`src/rtl/uart_pkg.sv`:
```
// Shared UART definitions: transmitter FSM states, frame constants and the
// default bit-period helper used by both the transmitter and the receiver.
package uart_pkg;

  typedef enum logic [2:0] {
    IDLE   = 3'd0,
    START  = 3'd1,
    DATA   = 3'd2,
    PARITY = 3'd3,
    STOP   = 3'd4
  } tx_state_t;

  localparam int UART_DATA_BITS = 8;

  // Clocks per bit for a given clock/baud pair: rounded up, clamped to 1..65535.
  function automatic logic [15:0] default_divisor(input longint clk_hz, input longint baud);
    longint d;
    d = (clk_hz + baud - 64'sd1) / baud;
    if (d < 64'sd1) begin
      d = 64'sd1;
    end else if (d > 64'sd65535) begin
      d = 64'sd65535;
    end
    return d[15:0];
  endfunction

endpackage

```
`src/rtl/uart_tx_fifo.sv`:
```
// Byte FIFO in front of the UART transmitter. Pointers carry one extra wrap
// bit so full and empty are told apart without a separate counter.
// flush empties the FIFO and drops any push/pop in the same cycle.
module uart_tx_fifo #(
  parameter int DEPTH = 4
) (
  input  logic       clk,
  input  logic       rst_n,
  input  logic       push,
  input  logic       pop,
  input  logic       flush,
  input  logic [7:0] din,
  output logic [7:0] dout,
  output logic       full,
  output logic       empty
);

  localparam int AW = $clog2(DEPTH);
  localparam logic [AW:0] PTR_ONE = (AW + 1)'(1);

  logic [AW:0] wptr;
  logic [AW:0] rptr;
  logic [7:0]  mem [DEPTH];
  logic        do_push;
  logic        do_pop;

  assign empty   = (wptr == rptr);
  assign full    = (wptr[AW] != rptr[AW]) && (wptr[AW-1:0] == rptr[AW-1:0]);
  assign dout    = mem[rptr[AW-1:0]];
  assign do_pop  = pop && !empty && !flush;
  // A pop in the same cycle frees the slot, so a full FIFO may take a push then.
  assign do_push = push && (!full || do_pop) && !flush;

  // Pointer update: flush wins, otherwise advance on accepted push/pop.
  always_ff @(posedge clk or negedge rst_n) begin
    if (!rst_n) begin
      wptr <= '0;
      rptr <= '0;
    end else if (flush) begin
      wptr <= '0;
      rptr <= '0;
    end else begin
      if (do_push) wptr <= wptr + PTR_ONE;
      if (do_pop)  rptr <= rptr + PTR_ONE;
    end
  end

  // Storage write; contents need no reset since empty masks them.
  always_ff @(posedge clk) begin
    if (do_push) mem[wptr[AW-1:0]] <= din;
  end

endmodule

```
`src/rtl/uart_tx_buffered.sv`:
```
// Buffered 8N1 UART transmitter, LSB first, idle-high registered line.
// Build option: define UART_TX_PARITY_EN to insert an even-parity bit after
// the data bits (11-bit frame); ports are the same in both builds.
//
// Handshake: a byte is accepted on every rising edge where tx_valid and
// tx_ready are both high. tx_ready is low only while the FIFO is full; the
// producer may hold tx_valid and tx_data until it sees tx_ready.
//
// uart_tx and tx_done are registered from the current FSM state, so the line
// trails the state by one clock: a push at edge N shows a start bit at N+2.
module uart_tx_buffered
  import uart_pkg::*;
#(
  parameter int CLK_FREQ_HZ = 125_000_000,
  parameter int BAUD_RATE   = 9600,
  parameter int FIFO_DEPTH  = 4
) (
  input  logic        clk,
  input  logic        rst_n,
  input  logic        soft_reset_request,
  input  logic [15:0] baud_divisor,
  input  logic [7:0]  tx_data,
  input  logic        tx_valid,
  output logic        tx_ready,
  output logic        uart_tx,
  output logic        tx_busy,
  output logic        tx_done,
  output tx_state_t   dbg_state
);

  localparam logic [15:0] DEF_DIV = default_divisor(longint'(CLK_FREQ_HZ), longint'(BAUD_RATE));

  tx_state_t   state;
  tx_state_t   state_next;
  logic [15:0] div_q;
  logic [15:0] cnt;
  logic [2:0]  bit_idx;
  logic [7:0]  shift;
  logic        bit_end;
  logic        pop;
  logic        push;
  logic        line_next;
  logic [7:0]  fifo_dout;
  logic        fifo_full;
  logic        fifo_empty;
`ifdef UART_TX_PARITY_EN
  logic        par_bit;
`endif

  assign tx_ready  = !fifo_full;
  assign push      = tx_valid && tx_ready;
  assign bit_end   = (cnt == div_q - 16'd1);
  assign tx_busy   = !fifo_empty || (state != IDLE) || tx_done;
  assign dbg_state = state;

  uart_tx_fifo #(.DEPTH(FIFO_DEPTH)) u_fifo (
    .clk   (clk),
    .rst_n (rst_n),
    .push  (push),
    .pop   (pop),
    .flush (soft_reset_request),
    .din   (tx_data),
    .dout  (fifo_dout),
    .full  (fifo_full),
    .empty (fifo_empty)
  );

  // FSM state register.
  always_ff @(posedge clk or negedge rst_n) begin
    if (!rst_n) state <= IDLE;
    else        state <= state_next;
  end

  // Next state, FIFO pop and line level; soft reset overrides everything.
  always_comb begin
    state_next = state;
    pop        = 1'b0;
    line_next  = 1'b1;
    case (state)
      IDLE: begin
        if (!fifo_empty) begin
          pop        = 1'b1;
          state_next = START;
        end
      end
      START: begin
        line_next = 1'b0;
        if (bit_end) state_next = DATA;
      end
      DATA: begin
        line_next = shift[0];
        if (bit_end && (bit_idx == 3'(UART_DATA_BITS - 1))) begin
`ifdef UART_TX_PARITY_EN
          state_next = PARITY;
`else
          state_next = STOP;
`endif
        end
      end
      PARITY: begin
`ifdef UART_TX_PARITY_EN
        line_next = par_bit;
`endif
        if (bit_end) state_next = STOP;
      end
      STOP: begin
        if (bit_end) begin
          if (!fifo_empty) begin
            pop        = 1'b1;
            state_next = START;
          end else begin
            state_next = IDLE;
          end
        end
      end
      default: state_next = IDLE;
    endcase
    if (soft_reset_request) begin
      state_next = IDLE;
      pop        = 1'b0;
      line_next  = 1'b1;
    end
  end

  // Datapath: divisor latch, bit-period counter, bit index, shifter, line and done.
  always_ff @(posedge clk or negedge rst_n) begin
    if (!rst_n) begin
      div_q   <= DEF_DIV;
      cnt     <= '0;
      bit_idx <= '0;
      shift   <= '0;
      uart_tx <= 1'b1;
      tx_done <= 1'b0;
`ifdef UART_TX_PARITY_EN
      par_bit <= 1'b0;
`endif
    end else begin
      uart_tx <= line_next;
      tx_done <= (state == STOP) && bit_end && !soft_reset_request;
      if (soft_reset_request) begin
        cnt     <= '0;
        bit_idx <= '0;
      end else if (pop) begin
        // Divisor is sampled only here, so mid-frame changes wait for the next frame.
        div_q   <= (baud_divisor != 16'd0) ? baud_divisor : DEF_DIV;
        shift   <= fifo_dout;
        cnt     <= '0;
        bit_idx <= '0;
`ifdef UART_TX_PARITY_EN
        par_bit <= ^fifo_dout;
`endif
      end else if (state != IDLE) begin
        if (bit_end) begin
          cnt <= '0;
          if (state == DATA) begin
            shift   <= shift >> 1;
            bit_idx <= bit_idx + 3'd1;
          end
        end else begin
          cnt <= cnt + 16'd1;
        end
      end
    end
  end

endmodule

```
`config.mk`:
```
export PLATFORM = sky130hd
export DESIGN_NAME = uart_tx_buffered
export DESIGN_NICKNAME = d
export VERILOG_FILES = /design/src/rtl/uart_pkg.sv /design/src/rtl/uart_tx_fifo.sv /design/src/rtl/uart_tx_buffered.sv
export SDC_FILE = /design/constraint.sdc
export NUM_CORES = 1
export LEC_CHECK = 0
export ABC_AREA = 1
export BUFFER_PORTS_ARGS = -buffer_cell sky130_fd_sc_hd__buf_2
export CAP_MARGIN = 20
export CORE_MARGIN = 4
export CORE_UTILIZATION = 53
export CTS_BUF_LIST = sky130_fd_sc_hd__clkbuf_8
export CTS_CLUSTER_DIAMETER = 100
export DETAILED_ROUTE_END_ITERATION = 16
export PLACE_DENSITY = 0.79
export SLEW_MARGIN = 0
export SYNTH_ARGS = -nofsm -noshare
export SYNTH_HDL_FRONTEND = slang
export SYNTH_SLANG_ARGS = --single-unit
```
`constraint.sdc`:
```
create_clock -name clk -period 3.02 [get_ports clk]
set_input_delay 0.302 -clock clk [delete_from_list [all_inputs] [get_ports clk]]
set_output_delay 0.302 -clock clk [all_outputs]
set_load 0.02 [all_outputs]
```
== Yosys cells after proc, flatten, opt, wreduce, memory -nomap -nowiden ==
Memories as Yosys holds them, arrays and structs flattened.
Index checks and enable logic that the tools add are counted.
Cells by class
  eq/ne operators: 14
  add/sub/neg operators: 5
  mux-type cells: 34
  reduce and logical (&&, ||, !) cells: 30
  bitwise operators: 1
Operators by type and width (number)
  $mux 16: 5
  $mux 3: 15
  $mux 8: 4
  $add 16x1->16 const B: 1
  $eq 16x16->1: 1
  $reduce_bool 16->1: 1
  $sub 16x1->16 const B: 1
  $ne 3x3->1 const B: 5
  $pmux 3 s5: 1
  $reduce_bool 3->1: 4
  $reduce_bool 2->1: 5
  $add 3x1->3 const B: 3
  $logic_and 1x1->1: 9
  $mux 1: 7
  $eq 3x2->1 const B: 2
  $eq 3x3->1 const B: 2
  $reduce_and 5->1: 1
  $pmux 1 s2: 2
  $reduce_and 4->1: 1
  $eq 3x1->1 const B: 1
  $eq 3x3->1: 1
  $logic_not 1->1: 3
  $logic_not 3->1: 1
  $logic_or 1x1->1: 3
  5 further kinds: 5
Storage, ports and cells
  bits of input ports: 28
  bits in registers: 54
  memory bits (writable): 32
  memories kept: 1
  output and inout bits: 7
  logic and storage cells: 94
Memory list
  u_fifo.mem: words 4, width 8, rd ports 1, clocked after memory_dff 0, write ports 1, line uart_tx_fifo.sv:23  | logic [7:0] mem [DEPTH];

== Longest topological paths before layout ==
  depth after elaboration: 12
  depth in mapped cells: 18
  gate-level depth less buffers: 17

== Modules after synthesis ==
From an unflattened synthesis, not the netlist that was laid out.
Second synthesis, totals
  cell total of the unflattened synthesis: 633
  area total of the unflattened synthesis: 5159.9 um2
Modules (own cells, without submodules)
  uart_tx_buffered: area an instance 3463.3 um2, instances 1, seq. area each 1213.7 um2, cells each 495
  uart_tx_fifo: area an instance 1696.6 um2, instances 1, seq. area each 1111.1 um2, cells each 138

== Worst setup path after synthesis ==
Ideal clock, no wire load.
  kind: flip-flop to flip-flop
  start: register div_q[0]
  end: register div_q[5]
  setup time: 0.116 ns
  buffers on the path: 2
  setup slack: 0.686 ns
  required time: 2.904 ns
  stages on the path, launching flop included: 19
  clock period less this slack: 2.334 ns
  arrival time: 2.217 ns
  cell sequence: dfstp_2 > inv_1 > ha_1 > inv_1 > nand2_1 > nand2_1 > nand2_1 > inv_1 > nand2_1 > nor2_1 > nand3_1 > nor2_1 > nand2_1 > o21bai_4 > nand3_2 > buf_6 > buf_6 > nand2_1 > nand2_1
On the way
  longest elaborated chain between the ends: 6
Ends and longest elaborated chain
  from (decl): line uart_tx_buffered.sv:35  | logic [15:0] div_q;
  from (signal assigned): line uart_tx_buffered.sv:145  | div_q <= (baud_divisor != 16'd0) ? baud_divisor : DEF_DIV;
  $sub 16x1->16: line uart_tx_buffered.sv:52  | assign bit_end = (cnt == div_q - 16'd1);
  $eq 16x16->1: line uart_tx_buffered.sv:52
  $mux 1: line uart_tx_buffered.sv:107  | if (bit_end) begin
  $pmux 1 s2: line uart_tx_buffered.sv:79  | case (state)
  $mux 1: line uart_tx_buffered.sv:118  | if (soft_reset_request) begin
  $reduce_and 2->1 (no source line)
No other way between the ends.
A chain may end at the register's enable or synchronous reset.

== Final worst setup path ==
  start: register div_q[0]
  end: register div_q[9]
Same word-level chain as after synthesis.

==> out/metrics.cfg <==
[power]
p_switching_mw = 1.97
seq_power_share = 0.388
finalPower_mw = 4.35
leakagePower_nw = 2.44
p_comb_frac = 0.427
max-vdd-ir-drop_mv = 0.341
intPower_mw = 2.39
clkPwrFrac = 0.185
p_per_area_nw_per_um2 = 824
switching_share = 0.452

[place]
port_buffers = 34
dp.final_hpwl_mm = 8.19
place_congestion = 0.933

[synth]
synth-seq-cells = 86
synth_cell_types = 33
yosysMostFrequentCell = nand2_1
yosysTopAreaCellShare = 0.230
ys_seq_area_frac = 0.486
avgSynthCellArea_um2 = 8.16
synth_common_cells = 158 x nand2_1, 75 x nor2_1, 58 x inv_1
synth_cells = 586
synth-warning-count = 0
synth_nets = 623
async_flop_share = 0.628
synth_edf_count = 32
ys_top_cells_by_area = dfrtp_1 23%, edfxtp_1 20%, nand2_1 12%
netlist_area_um2 = 4780
synth_ff_type = dfrtp_1
yosys.area.top_type = dfrtp_1

[layout]
diodes = 0
syn2layout_area_growth_pct = 10.5
fin_nets = 663
layout-drive-gt1-share = 0.125

[sta]
tightest_slew_ns = 0.808
skew_ns = 0.0109
final.period_utilization = 0.877
clock.fmax_ghz = 0.377
fin_tns_setup_ns = 0
relSlewSlack = 0.456
fin_crit_ns = 2.65
finalHoldViolCount = 0
maxSlewViolCount = 0
rsz0062_at_grt = no
setup_violations = 0

[cts]
worstSkewPairLatency_ns = 0.37
cts_sinks = 86
cts_made_buffers = 9
htreeDepth = 3
cts-root-buf = clkbuf_8
cts_buffer_depth = 2
cts-resized-gates = 0
cts_tree = built
cts.clk_slew.worst_paths_ns = 0.10
postCtsSetupBuffers = 0
ctsHoldBuffers = 0

[floorplan]
io_pins = 35
core-area_um2 = 8760
die_x_um = 103
rows = 34
start_util = 0.546
die_y_um = 103
die-area_um2 = 10600

[setup_path]
cp_num_buf_inv = 4
crit_start = div_q[0]
crit_path_end = div_q[9]
critPathSlowestCell = dfstp_2
ff2ff_setup_slack_ns = 0.37
timing_worst_setup_path_type = reg2reg
critical_path_depth = 17
start_kind = flip-flop
crit_arrival_ns = 2.96
slowest_delay_ns = 0.55
critPathMaxFanout = 25
r2r_start = div_q[0]
cp.required_ns = 3.33
r2r-end = div_q[9]
crit_chain = inv_1, ha_1, inv_1, nand2_1, nand2_1, nand2_1, inv_1, nand2_1, nor2_1, nand3_1, nor2_1, nand2_1, o21bai_4, nand3_2, inv_2, nand2_1, nand2_1
cp-end-kind = flip-flop
cp_top_family = simple AND/OR/NAND/NOR gates
r2r.worst_path.cells = 17
cp_common_cell = nand2_1

[route]
post_drt_wl_per_cell_um = 15.2
via_count = 4097
first_iter_violations = 254
finalWirelength_mm = 11.2
route.detailed.drc = 0
ant_nets = 0
viasPerCell = 5.54
dr.pass1.iters = 5

[flow_run]
maxCapViolations = 0

[min_path]
holdCritPathClass = in2reg
holdPathStages = 1

[global_routing]
gr-total-overflow = 0
grt.total_usage = 0.233
antenna_found_initial = 0
grt_max_degree = 52
first_global_vias = 4051
grt_pass1_wl_mm = 19.3

[outcome]
outcome = completed

worst min-delay path by stage:
stage,startpoint,slack (ns),endpoint
5_1_grt,tx_data[5],0.12,u_fifo.mem[0][5]
3_5_place_dp,div_q[13],0.48,div_q[13]
4_1_cts,tx_data[3],0.14,u_fifo.mem[0][3]
2_1_floorplan,rst_n,0.006,bit_idx[0]
6_report,tx_data[3],0.14,u_fifo.mem[3][3]
3_3_place_gp,div_q[13],0.48,div_q[13]
metal layers:
metal / track usage / routed length [um]
met5: 0 / 0
met3: 0.0514 / 793
met2: 0.362 / 5080
met1: 0.331 / 5190
met4: 0.0637 / 138
layout make-up:
| type | count | area (um2) |
|---|---|---|
| Timing Repair Buffer | 44 | 260 |
| Sequential cell | 86 | 2320 |
| Multi-Input combinational cell | 425 | 2140 |
| Fill cell | 761 | 3480 |
| Clock buffer | 9 | 124 |
| Tap cell | 108 | 135 |
| Clock inverter | 7 | 72.6 |
| Inverter | 60 | 225 |
power by group through the flow:
stage	sequential, mW	clock, mW	combinational, mW
final	1.69	0.805	1.86
after CTS	1.69	0.813	1.83
after detailed placement	1.71	0	1.82
after global routing	1.72	0.888	2.13
after floorplan	1.65	0	1.42
after global placement	1.70	0	1.75
layout by cell type (no fill, tap or decap), types with 3 or more instances in the layout:
cell	count
a21oi_1	19
buf_2	34
buf_4	8
clkbuf_8	9
dfrtp_1	44
dfstp_2	10
edfxtp_1	32
ha_1	9
inv_1	58
nand2_1	158
nand3_1	43
nand3_2	3
nand3b_1	5
nand4_1	19
nor2_1	75
nor4_1	6
o21ai_0	34
o22ai_1	8
xnor2_1	10
xor2_1	24
state kept, by name, summed over array words and instances (netlist names):
register     count
shift            8
uart_tx          1
cnt             16
u_fifo.mem      32
tx_done          1
bit_idx          3
u_fifo.wptr      3
dbg_state        3
div_q           16
u_fifo.rptr      3
cell families (layout without fill, tap and decap cells):
kind of cell               Yosys count  after routing  synth area share
xor gates and xnor gates            35             35            0.0657
adders and majority gates            9              9            0.0235
buffers and inverters               75            120            0.0657
DFF                                 86             86             0.486
AOI/OAI and AO/OA                   64             64            0.0730
and+or+nand+nor                    317            317             0.286
metrics by stage:
stage	std cells	hold WS [ns]	util	setup WS, ns	instance area (um2)
after floorplan	586	0.00641	-	0.686	4780
after global routing	739	0.123	0.603	0.0458	5290
after CTS	737	0.137	0.600	0.378	5260
after detailed placement	721	0.480	0.577	0.405	5060
after global placement	721	0.476	0.577	0.465	5060
final	739	0.140	0.603	0.370	5290
No activity file was read; power rests on OpenSTA's default activity.
